File: config.mk
export PLATFORM = sky130hd
export DESIGN_NAME = hazard_control_unit_flat
export DESIGN_NICKNAME = d
export VERILOG_FILES = /design/src/rtl/pipeline_pkg.sv /design/src/rtl/hazard_control_unit_if.sv /design/src/rtl/sat_counter.sv /design/src/rtl/hazard_control_unit.sv /design/src/flat_wrapper.sv
export SDC_FILE = /design/constraint.sdc
export NUM_CORES = 1
export LEC_CHECK = 0
export BUFFER_PORTS_ARGS = -buffer_cell sky130_fd_sc_hd__buf_4
export CORE_UTILIZATION = 35
export CTS_CLUSTER_SIZE = 16
export DETAILED_ROUTE_END_ITERATION = 7
export GPL_ROUTABILITY_DRIVEN = 0
export GPL_TIMING_DRIVEN = 0
export REMOVE_ABC_BUFFERS = 1
export SYNTH_ARGS = -nofsm -noshare
export SYNTH_HDL_FRONTEND = slang
export SYNTH_SLANG_ARGS = --single-unit
File: constraint.sdc
create_clock -name clk -period 2.7 [get_ports clk]
set_clock_uncertainty 0.15 [all_clocks]
set_input_delay 0.27 -clock clk [delete_from_list [all_inputs] [get_ports clk]]
set_output_delay 0.27 -clock clk [all_outputs]
set_load 0.03 [all_outputs]
File: src/rtl/pipeline_pkg.sv
// Shared pipeline definitions: hazard-controller FSM states, register-address width
// and the NOP instruction that IF/ID loads on a flush.
package pipeline_pkg;

    localparam int unsigned REG_ADDR_W = 5;

    // addi x0, x0, 0
    localparam logic [31:0] NOP_INSTR = 32'h0000_0013;

    typedef enum logic [1:0] {
        StStart,
        StRun,
        StMemWait
    } hcu_state_e;

endpackage

File: src/rtl/hazard_control_unit_if.sv
// Hazard controller bus.
//   master: pipeline side, drives ID/EX/MEM status and observes the stall/flush controls.
//   slave : hazard_control_unit, consumes status and produces controls and counters.
interface hazard_control_unit_if #(
    parameter int unsigned COUNT_W = 32
);
    import pipeline_pkg::*;

    logic [REG_ADDR_W-1:0] rs1_if_id;
    logic [REG_ADDR_W-1:0] rs2_if_id;
    logic                  uses_rs1_id;
    logic                  uses_rs2_id;
    logic [REG_ADDR_W-1:0] rd_id_ex;
    logic                  mem_read_id_ex;
    logic                  branch_taken_ex;
    logic                  dmem_req;
    logic                  dmem_ready;

    logic                  pc_write;
    logic                  if_id_write;
    logic                  if_id_flush;
    logic                  id_ex_flush;
    logic                  pipe_hold;
    logic                  mem_timeout;
    logic [COUNT_W-1:0]    stall_count;
    logic [COUNT_W-1:0]    flush_count;

    modport master (
        output rs1_if_id, rs2_if_id, uses_rs1_id, uses_rs2_id, rd_id_ex, mem_read_id_ex,
        output branch_taken_ex, dmem_req, dmem_ready,
        input  pc_write, if_id_write, if_id_flush, id_ex_flush, pipe_hold, mem_timeout,
        input  stall_count, flush_count
    );

    modport slave (
        input  rs1_if_id, rs2_if_id, uses_rs1_id, uses_rs2_id, rd_id_ex, mem_read_id_ex,
        input  branch_taken_ex, dmem_req, dmem_ready,
        output pc_write, if_id_write, if_id_flush, id_ex_flush, pipe_hold, mem_timeout,
        output stall_count, flush_count
    );

endinterface

File: src/rtl/sat_counter.sv
// Saturating up-counter with synchronous clear (clear wins over increment).
//   clk, rst_n : clock, asynchronous active-low reset
//   inc        : add one unless already all-ones
//   clr        : load zero
//   count      : current value
module sat_counter #(
    parameter int unsigned WIDTH = 8
) (
    input  logic             clk,
    input  logic             rst_n,
    input  logic             inc,
    input  logic             clr,
    output logic [WIDTH-1:0] count
);

    logic [WIDTH-1:0] count_q, count_d;

    always_comb begin
        count_d = count_q;
        if (clr) begin
            count_d = '0;
        end else if (inc && (count_q != {WIDTH{1'b1}})) begin
            count_d = count_q + 1'b1;
        end
    end

    always_ff @(posedge clk or negedge rst_n) begin
        if (!rst_n) begin
            count_q <= '0;
        end else begin
            count_q <= count_d;
        end
    end

    assign count = count_q;

endmodule

File: src/rtl/hazard_control_unit.sv
// Central stall/flush controller beside ID: load-use interlock, taken-branch flush from EX,
// data-memory wait freeze and the one-cycle post-reset purge. Keeps saturating stall/flush
// counters and a sticky memory-timeout flag.
//   clk, rst_n : pipeline clock, asynchronous active-low reset
//   hcu        : slave side of hazard_control_unit_if (status in, controls/counters out)
// Control outputs are combinational from inputs and current state.
module hazard_control_unit
    import pipeline_pkg::*;
#(
    parameter int unsigned COUNT_W        = 32,
    parameter int unsigned WAIT_W         = 8,
    parameter int unsigned TIMEOUT_CYCLES = 255
) (
    input  logic                  clk,
    input  logic                  rst_n,
    hazard_control_unit_if.slave  hcu
);

    hcu_state_e state_q, state_d;

    logic freeze;
    logic load_use;
    logic pc_write, if_id_write, if_id_flush, id_ex_flush, pipe_hold;
    logic stall_inc, flush_inc;
    logic wait_clr, wait_inc;
    logic [WAIT_W-1:0] wait_cnt;
    logic mem_timeout_q, mem_timeout_d;
    logic [COUNT_W-1:0] stall_count, flush_count;

    // A miss in RUN freezes immediately; in MEM_WAIT the freeze holds until ready,
    // regardless of dmem_req.
    assign freeze = ((state_q == StRun) && hcu.dmem_req && !hcu.dmem_ready) ||
                    ((state_q == StMemWait) && !hcu.dmem_ready);

    // x0 is never a real dependency.
    assign load_use = hcu.mem_read_id_ex && (hcu.rd_id_ex != '0) &&
                      ((hcu.uses_rs1_id && (hcu.rd_id_ex == hcu.rs1_if_id)) ||
                       (hcu.uses_rs2_id && (hcu.rd_id_ex == hcu.rs2_if_id)));

    always_comb begin
        pc_write    = 1'b1;
        if_id_write = 1'b1;
        if_id_flush = 1'b0;
        id_ex_flush = 1'b0;
        pipe_hold   = 1'b0;
        stall_inc   = 1'b0;
        flush_inc   = 1'b0;
        if (state_q == StStart) begin
            pc_write    = 1'b0;
            if_id_write = 1'b0;
            if_id_flush = 1'b1;
            id_ex_flush = 1'b1;
        end else if (freeze) begin
            // EX is held, so a pending branch is acted on once the freeze releases.
            pc_write    = 1'b0;
            if_id_write = 1'b0;
            pipe_hold   = 1'b1;
            stall_inc   = 1'b1;
        end else if (hcu.branch_taken_ex) begin
            // The load-use victim in ID is on the wrong path and is flushed anyway.
            if_id_flush = 1'b1;
            id_ex_flush = 1'b1;
            flush_inc   = 1'b1;
        end else if (load_use) begin
            pc_write    = 1'b0;
            if_id_write = 1'b0;
            id_ex_flush = 1'b1;
            stall_inc   = 1'b1;
        end
    end

    always_comb begin
        state_d = state_q;
        unique case (state_q)
            StStart:   state_d = StRun;
            StRun:     if (hcu.dmem_req && !hcu.dmem_ready) state_d = StMemWait;
            StMemWait: if (hcu.dmem_ready) state_d = StRun;
            default:   state_d = StStart;
        endcase
    end

    assign wait_clr = (state_q == StRun) && (state_d == StMemWait);
    assign wait_inc = (state_q == StMemWait);

    assign mem_timeout_d = mem_timeout_q ||
                           ((state_q == StMemWait) && (wait_cnt == WAIT_W'(TIMEOUT_CYCLES)));

    always_ff @(posedge clk or negedge rst_n) begin
        if (!rst_n) begin
            state_q       <= StStart;
            mem_timeout_q <= 1'b0;
        end else begin
            state_q       <= state_d;
            mem_timeout_q <= mem_timeout_d;
        end
    end

    sat_counter #(.WIDTH(WAIT_W)) u_wait_cnt (
        .clk   (clk),
        .rst_n (rst_n),
        .inc   (wait_inc),
        .clr   (wait_clr),
        .count (wait_cnt)
    );

    sat_counter #(.WIDTH(COUNT_W)) u_stall_cnt (
        .clk   (clk),
        .rst_n (rst_n),
        .inc   (stall_inc),
        .clr   (1'b0),
        .count (stall_count)
    );

    sat_counter #(.WIDTH(COUNT_W)) u_flush_cnt (
        .clk   (clk),
        .rst_n (rst_n),
        .inc   (flush_inc),
        .clr   (1'b0),
        .count (flush_count)
    );

    assign hcu.pc_write    = pc_write;
    assign hcu.if_id_write = if_id_write;
    assign hcu.if_id_flush = if_id_flush;
    assign hcu.id_ex_flush = id_ex_flush;
    assign hcu.pipe_hold   = pipe_hold;
    assign hcu.mem_timeout = mem_timeout_q;
    assign hcu.stall_count = stall_count;
    assign hcu.flush_count = flush_count;

endmodule

File: src/flat_wrapper.sv
// flat-port wrapper written by rule: the top's interface ports become plain ports
module hazard_control_unit_flat import pipeline_pkg::*;
#(
    parameter int unsigned COUNT_W        = 32,
    parameter int unsigned WAIT_W         = 8,
    parameter int unsigned TIMEOUT_CYCLES = 255
)
  (clk, rst_n, hcu_rs1_if_id, hcu_rs2_if_id, hcu_uses_rs1_id, hcu_uses_rs2_id, hcu_rd_id_ex, hcu_mem_read_id_ex, hcu_branch_taken_ex, hcu_dmem_req, hcu_dmem_ready, hcu_pc_write, hcu_if_id_write, hcu_if_id_flush, hcu_id_ex_flush, hcu_pipe_hold, hcu_mem_timeout, hcu_stall_count, hcu_flush_count);
  hazard_control_unit_if #(.COUNT_W(COUNT_W)) hcu_i ();
  input  logic clk;
  input  logic rst_n;
  input wire logic [$bits(hcu_i.rs1_if_id)-1:0] hcu_rs1_if_id;
  input wire logic [$bits(hcu_i.rs2_if_id)-1:0] hcu_rs2_if_id;
  input wire logic [$bits(hcu_i.uses_rs1_id)-1:0] hcu_uses_rs1_id;
  input wire logic [$bits(hcu_i.uses_rs2_id)-1:0] hcu_uses_rs2_id;
  input wire logic [$bits(hcu_i.rd_id_ex)-1:0] hcu_rd_id_ex;
  input wire logic [$bits(hcu_i.mem_read_id_ex)-1:0] hcu_mem_read_id_ex;
  input wire logic [$bits(hcu_i.branch_taken_ex)-1:0] hcu_branch_taken_ex;
  input wire logic [$bits(hcu_i.dmem_req)-1:0] hcu_dmem_req;
  input wire logic [$bits(hcu_i.dmem_ready)-1:0] hcu_dmem_ready;
  output wire logic [$bits(hcu_i.pc_write)-1:0] hcu_pc_write;
  output wire logic [$bits(hcu_i.if_id_write)-1:0] hcu_if_id_write;
  output wire logic [$bits(hcu_i.if_id_flush)-1:0] hcu_if_id_flush;
  output wire logic [$bits(hcu_i.id_ex_flush)-1:0] hcu_id_ex_flush;
  output wire logic [$bits(hcu_i.pipe_hold)-1:0] hcu_pipe_hold;
  output wire logic [$bits(hcu_i.mem_timeout)-1:0] hcu_mem_timeout;
  output wire logic [$bits(hcu_i.stall_count)-1:0] hcu_stall_count;
  output wire logic [$bits(hcu_i.flush_count)-1:0] hcu_flush_count;
  assign hcu_i.rs1_if_id = hcu_rs1_if_id;
  assign hcu_i.rs2_if_id = hcu_rs2_if_id;
  assign hcu_i.uses_rs1_id = hcu_uses_rs1_id;
  assign hcu_i.uses_rs2_id = hcu_uses_rs2_id;
  assign hcu_i.rd_id_ex = hcu_rd_id_ex;
  assign hcu_i.mem_read_id_ex = hcu_mem_read_id_ex;
  assign hcu_i.branch_taken_ex = hcu_branch_taken_ex;
  assign hcu_i.dmem_req = hcu_dmem_req;
  assign hcu_i.dmem_ready = hcu_dmem_ready;
  assign hcu_pc_write = hcu_i.pc_write;
  assign hcu_if_id_write = hcu_i.if_id_write;
  assign hcu_if_id_flush = hcu_i.if_id_flush;
  assign hcu_id_ex_flush = hcu_i.id_ex_flush;
  assign hcu_pipe_hold = hcu_i.pipe_hold;
  assign hcu_mem_timeout = hcu_i.mem_timeout;
  assign hcu_stall_count = hcu_i.stall_count;
  assign hcu_flush_count = hcu_i.flush_count;
  hazard_control_unit #(.COUNT_W(COUNT_W), .WAIT_W(WAIT_W), .TIMEOUT_CYCLES(TIMEOUT_CYCLES)) u_core (.clk(clk), .rst_n(rst_n), .hcu(hcu_i));
endmodule
==> results.py <==
metrics = {
    "outcome": {
        "status": "complete, no violations",
    },
    "logic_synthesis": {
        "async_reset_ff_share_pct": 100,
        "yosysMostFrequentCell": "dfrtp_1",
        "ys_warn_count": 0,
        "synth-edff-count": 0,
        "yosysSeqAreaShare_pct": 50.5,
        "synth_area_leaders": "dfrtp_1 (50%), xnor2_1 (16%), nand4_1 (4.0%)",
        "syn-cell-area_um2": 3720,
        "synth_top_area_share_pct": 50.5,
        "ys_types": 42,
        "avgSynthCellArea_um2": 10.8,
        "synth_common_cells": "dfrtp_1 (75), xnor2_1 (66), nand4_1 (24), nand3_1 (23), nand2_1 (22)",
        "synth_flop_cell": "dfrtp_1",
        "ys_ff_latch": 75,
        "synth_area_leader_cell": "dfrtp_1",
        "syn_inst": 344,
    },
    "worst_setup_path": {
        "required_ns": 2.79,
        "worst_setup_path_end_kind": "flip-flop",
        "critPathLaunchType": "flip-flop",
        "crit_fanout": 14,
        "ff2ff_setup_slack_ns": 0.15,
        "critPathKind": "reg2reg",
        "crit_arrival_ns": 2.63,
    },
    "cells_and_area": {
        "final.fill_count": 998,
        "final_cells": 584,
        "layout.nets": 469,
        "final_core_util_pct": 46.4,
        "drive_gt1_share_pct": 27.5,
        "syn2layout_area_growth_pct": 28.9,
        "antennaDiodeCount": 0,
    },
    "drt": {
        "via_per_inst": 4.98,
        "remaining_drc_errors": 0,
        "routedWlPerCell_um": 14.5,
        "vias": 2907,
        "postRouteAntennaNets": 0,
        "drt_iter0_drc": 61,
        "drt-pass1-iter-count": 4,
        "wirelength_um": 8450,
    },
    "pwr": {
        "power_density_nw_per_um2": 584,
        "p_sw_mw": 0.905,
        "peakVddDrop_mv": 0.343,
        "p_leak_nw": 2.22,
        "p_comb_share_pct": 20.8,
        "p_seq_share_pct": 47.3,
        "p_int_mw": 1.89,
        "switching_share_pct": 32.3,
        "power_frac_clock_pct": 32.0,
    },
    "floorplan": {
        "fp.dieH_um": 105,
        "io-pin-count": 93,
        "core_area_um2": 10300,
        "dieArea_um2": 11000,
        "initial_core_util_pct": 36.0,
        "rows": 37,
        "fp.dieW_um": 105,
    },
    "clock_network": {
        "clockBufferDepth": 2,
        "root_buffer": "clkbuf_8",
        "cts_tree": "yes",
        "cts_buffers": 9,
        "path_clk_slew_ns": 0.08,
        "numClockSinks": 75,
        "post_cts_buffers": 0,
        "clk_latency_ns": 0.35,
        "cts_max_level": 3,
    },
    "placed_design": {
        "portBuffers": 92,
        "hpwlAfterDp_um": 5820,
        "dp_cells": 566,
    },
    "global_route": {
        "grt-ovfl-total": 0,
        "antenna_found_initial": 0,
        "grt_pass1_wl_um": 14000,
        "grt_pass1_vias": 2862,
        "grt_max_degree": 76,
        "track_usage_pct": 15.9,
    },
    "timing": {
        "min_period_ns": 2.55,
        "report.final.hold_viol_count": 0,
        "worst_slew_pin_slew_ns": 0.963,
        "max_freq_ghz": 0.393,
        "hold_ws_ns": 0.0779,
        "setup_viol": 0,
        "fin_crit_sh_pct": 94.3,
        "report.final.slew_viol_count": 0,
        "slew_headroom_pct": 35.8,
        "rsz0062_at_grt": "false",
    },
    "min_path": {
        "hp-class": "in2reg",
    },
    "run": {
        "maxCapViolCount": 0,
    },
}
==> sequential cells by signal, summed over array words and instances (netlist names) <==
name                      count
u_core.u_stall_cnt.count     32
u_core.hcu.mem_timeout        1
u_core.state_q                2
u_core.u_flush_cnt.count     32
u_core.u_wait_cnt.count       8
==> layout by cell type, fill, tap and decap left out, types with 2 or more instances in the layout <==
cell type,instances
nor3_1,5
and3_1,12
nor4_1,2
and4_1,15
nor2_1,19
o311a_4,2
a21o_1,2
clkinvlp_4,4
nand2_1,22
dfrtp_1,75
nor3b_1,2
xor2_1,10
buf_4,92
and2_1,3
nand3b_1,2
or2_2,2
nand4_1,24
ha_1,3
nand3_2,5
inv_1,12
nand3_1,23
a21oi_1,6
nand2b_1,2
clkbuf_8,10
or3_1,3
mux2_2,2
xnor2_1,66
o21ai_0,5
==> path summary, 6_finish.rpt <==
path	from	to	cells after the start
max in group asynchronous	rst_n	u_core.u_wait_cnt.count[3]$_DFFE_PN0P_	2
min in group asynchronous	rst_n	u_core.u_stall_cnt.count[6]$_DFFE_PN0P_	2
worst max-delay path	u_core.u_stall_cnt.count[0]$_DFFE_PN0P_	u_core.u_stall_cnt.count[1]$_DFFE_PN0P_	6
worst min register to register	u_core.hcu.mem_timeout$_DFF_PN0_	u_core.hcu.mem_timeout$_DFF_PN0_	2
worst max register to register	u_core.u_stall_cnt.count[0]$_DFFE_PN0P_	u_core.u_stall_cnt.count[1]$_DFFE_PN0P_	6
worst min-delay path	hcu_dmem_ready	u_core.state_q[0]$_DFF_PN0_	3
==> power by group through the flow <==
stage                     clock [mW]  combinational, mW  sequential, mW
after global routing           0.966              0.633            1.34
after detailed placement           0              0.572            1.34
after CTS                      0.916              0.577            1.32
after floorplan                    0              0.207            1.46
final                          0.895              0.581            1.32
after global placement             0              0.564            1.34
==> worst max-delay path, stage by stage, from the launching register on <==
cell and delay [ns]:
dfrtp_1 0.43, ha_1 0.19, and3_1 0.24, and3_4 0.27, or3b_4 0.45, o311a_4 0.42
mux2_2 0.29
==> repair_timing <==
action | in CTS | in global routing
hold buffers | 1 | 0
pin swaps | 0 | 1
endpoints found under the hold margin | 75 | 0
cloned | 0 | 1
gates resized for setup | 4 | 4
setup endpoints to repair | 29 | 28
==> metal layers <==
metal	global-route usage, %	routed length [µm]	vias up
li1	-	-	1420
met2	25.3	3990	52
met4	5.73	126	0
met5	0	0	-
met1	21.0	4010	1423
met3	3.81	321	12
==> area by class of cell <==
cell class              count  area [µm²]  share of cell area (%)
flip-flops and latches     75        1880                    39.2
multi-input cells         252        1800                    37.5
repair buffers             93         701                    14.6
well taps                 136         170                    3.55
clock buffers              10         138                    2.87
clock inverters             6        65.1                    1.36
inverters                  12        45.0                   0.940
==> per-stage QoR <==
stage	power [mW]	area (µm²)	worst slack, ns	TNS, ns
2_1_floorplan	1.67	3660	-0.172	-2.49
3_3_place_gp	1.91	4520	-0.379	-8.61
3_5_place_dp	1.91	4520	-0.335	-7.77
4_1_cts	2.81	4750	0.00869	0
5_1_grt	2.94	4790	0.0332	0
6_report	2.80	4790	0.154	0
==> logic make-up (layout without fill, tap and decap cells) <==
family,Yosys count,in the layout,synth area share [%]
mux,3,3,0.875
simple gates,146,146,22.8
flops,75,75,50.5
buf+inv,18,121,2.83
xor+xnor,76,76,17.9
compound gates,23,24,4.14
fa+ha+maj,3,3,1.01
No activity file was read; power rests on OpenSTA's default activity.
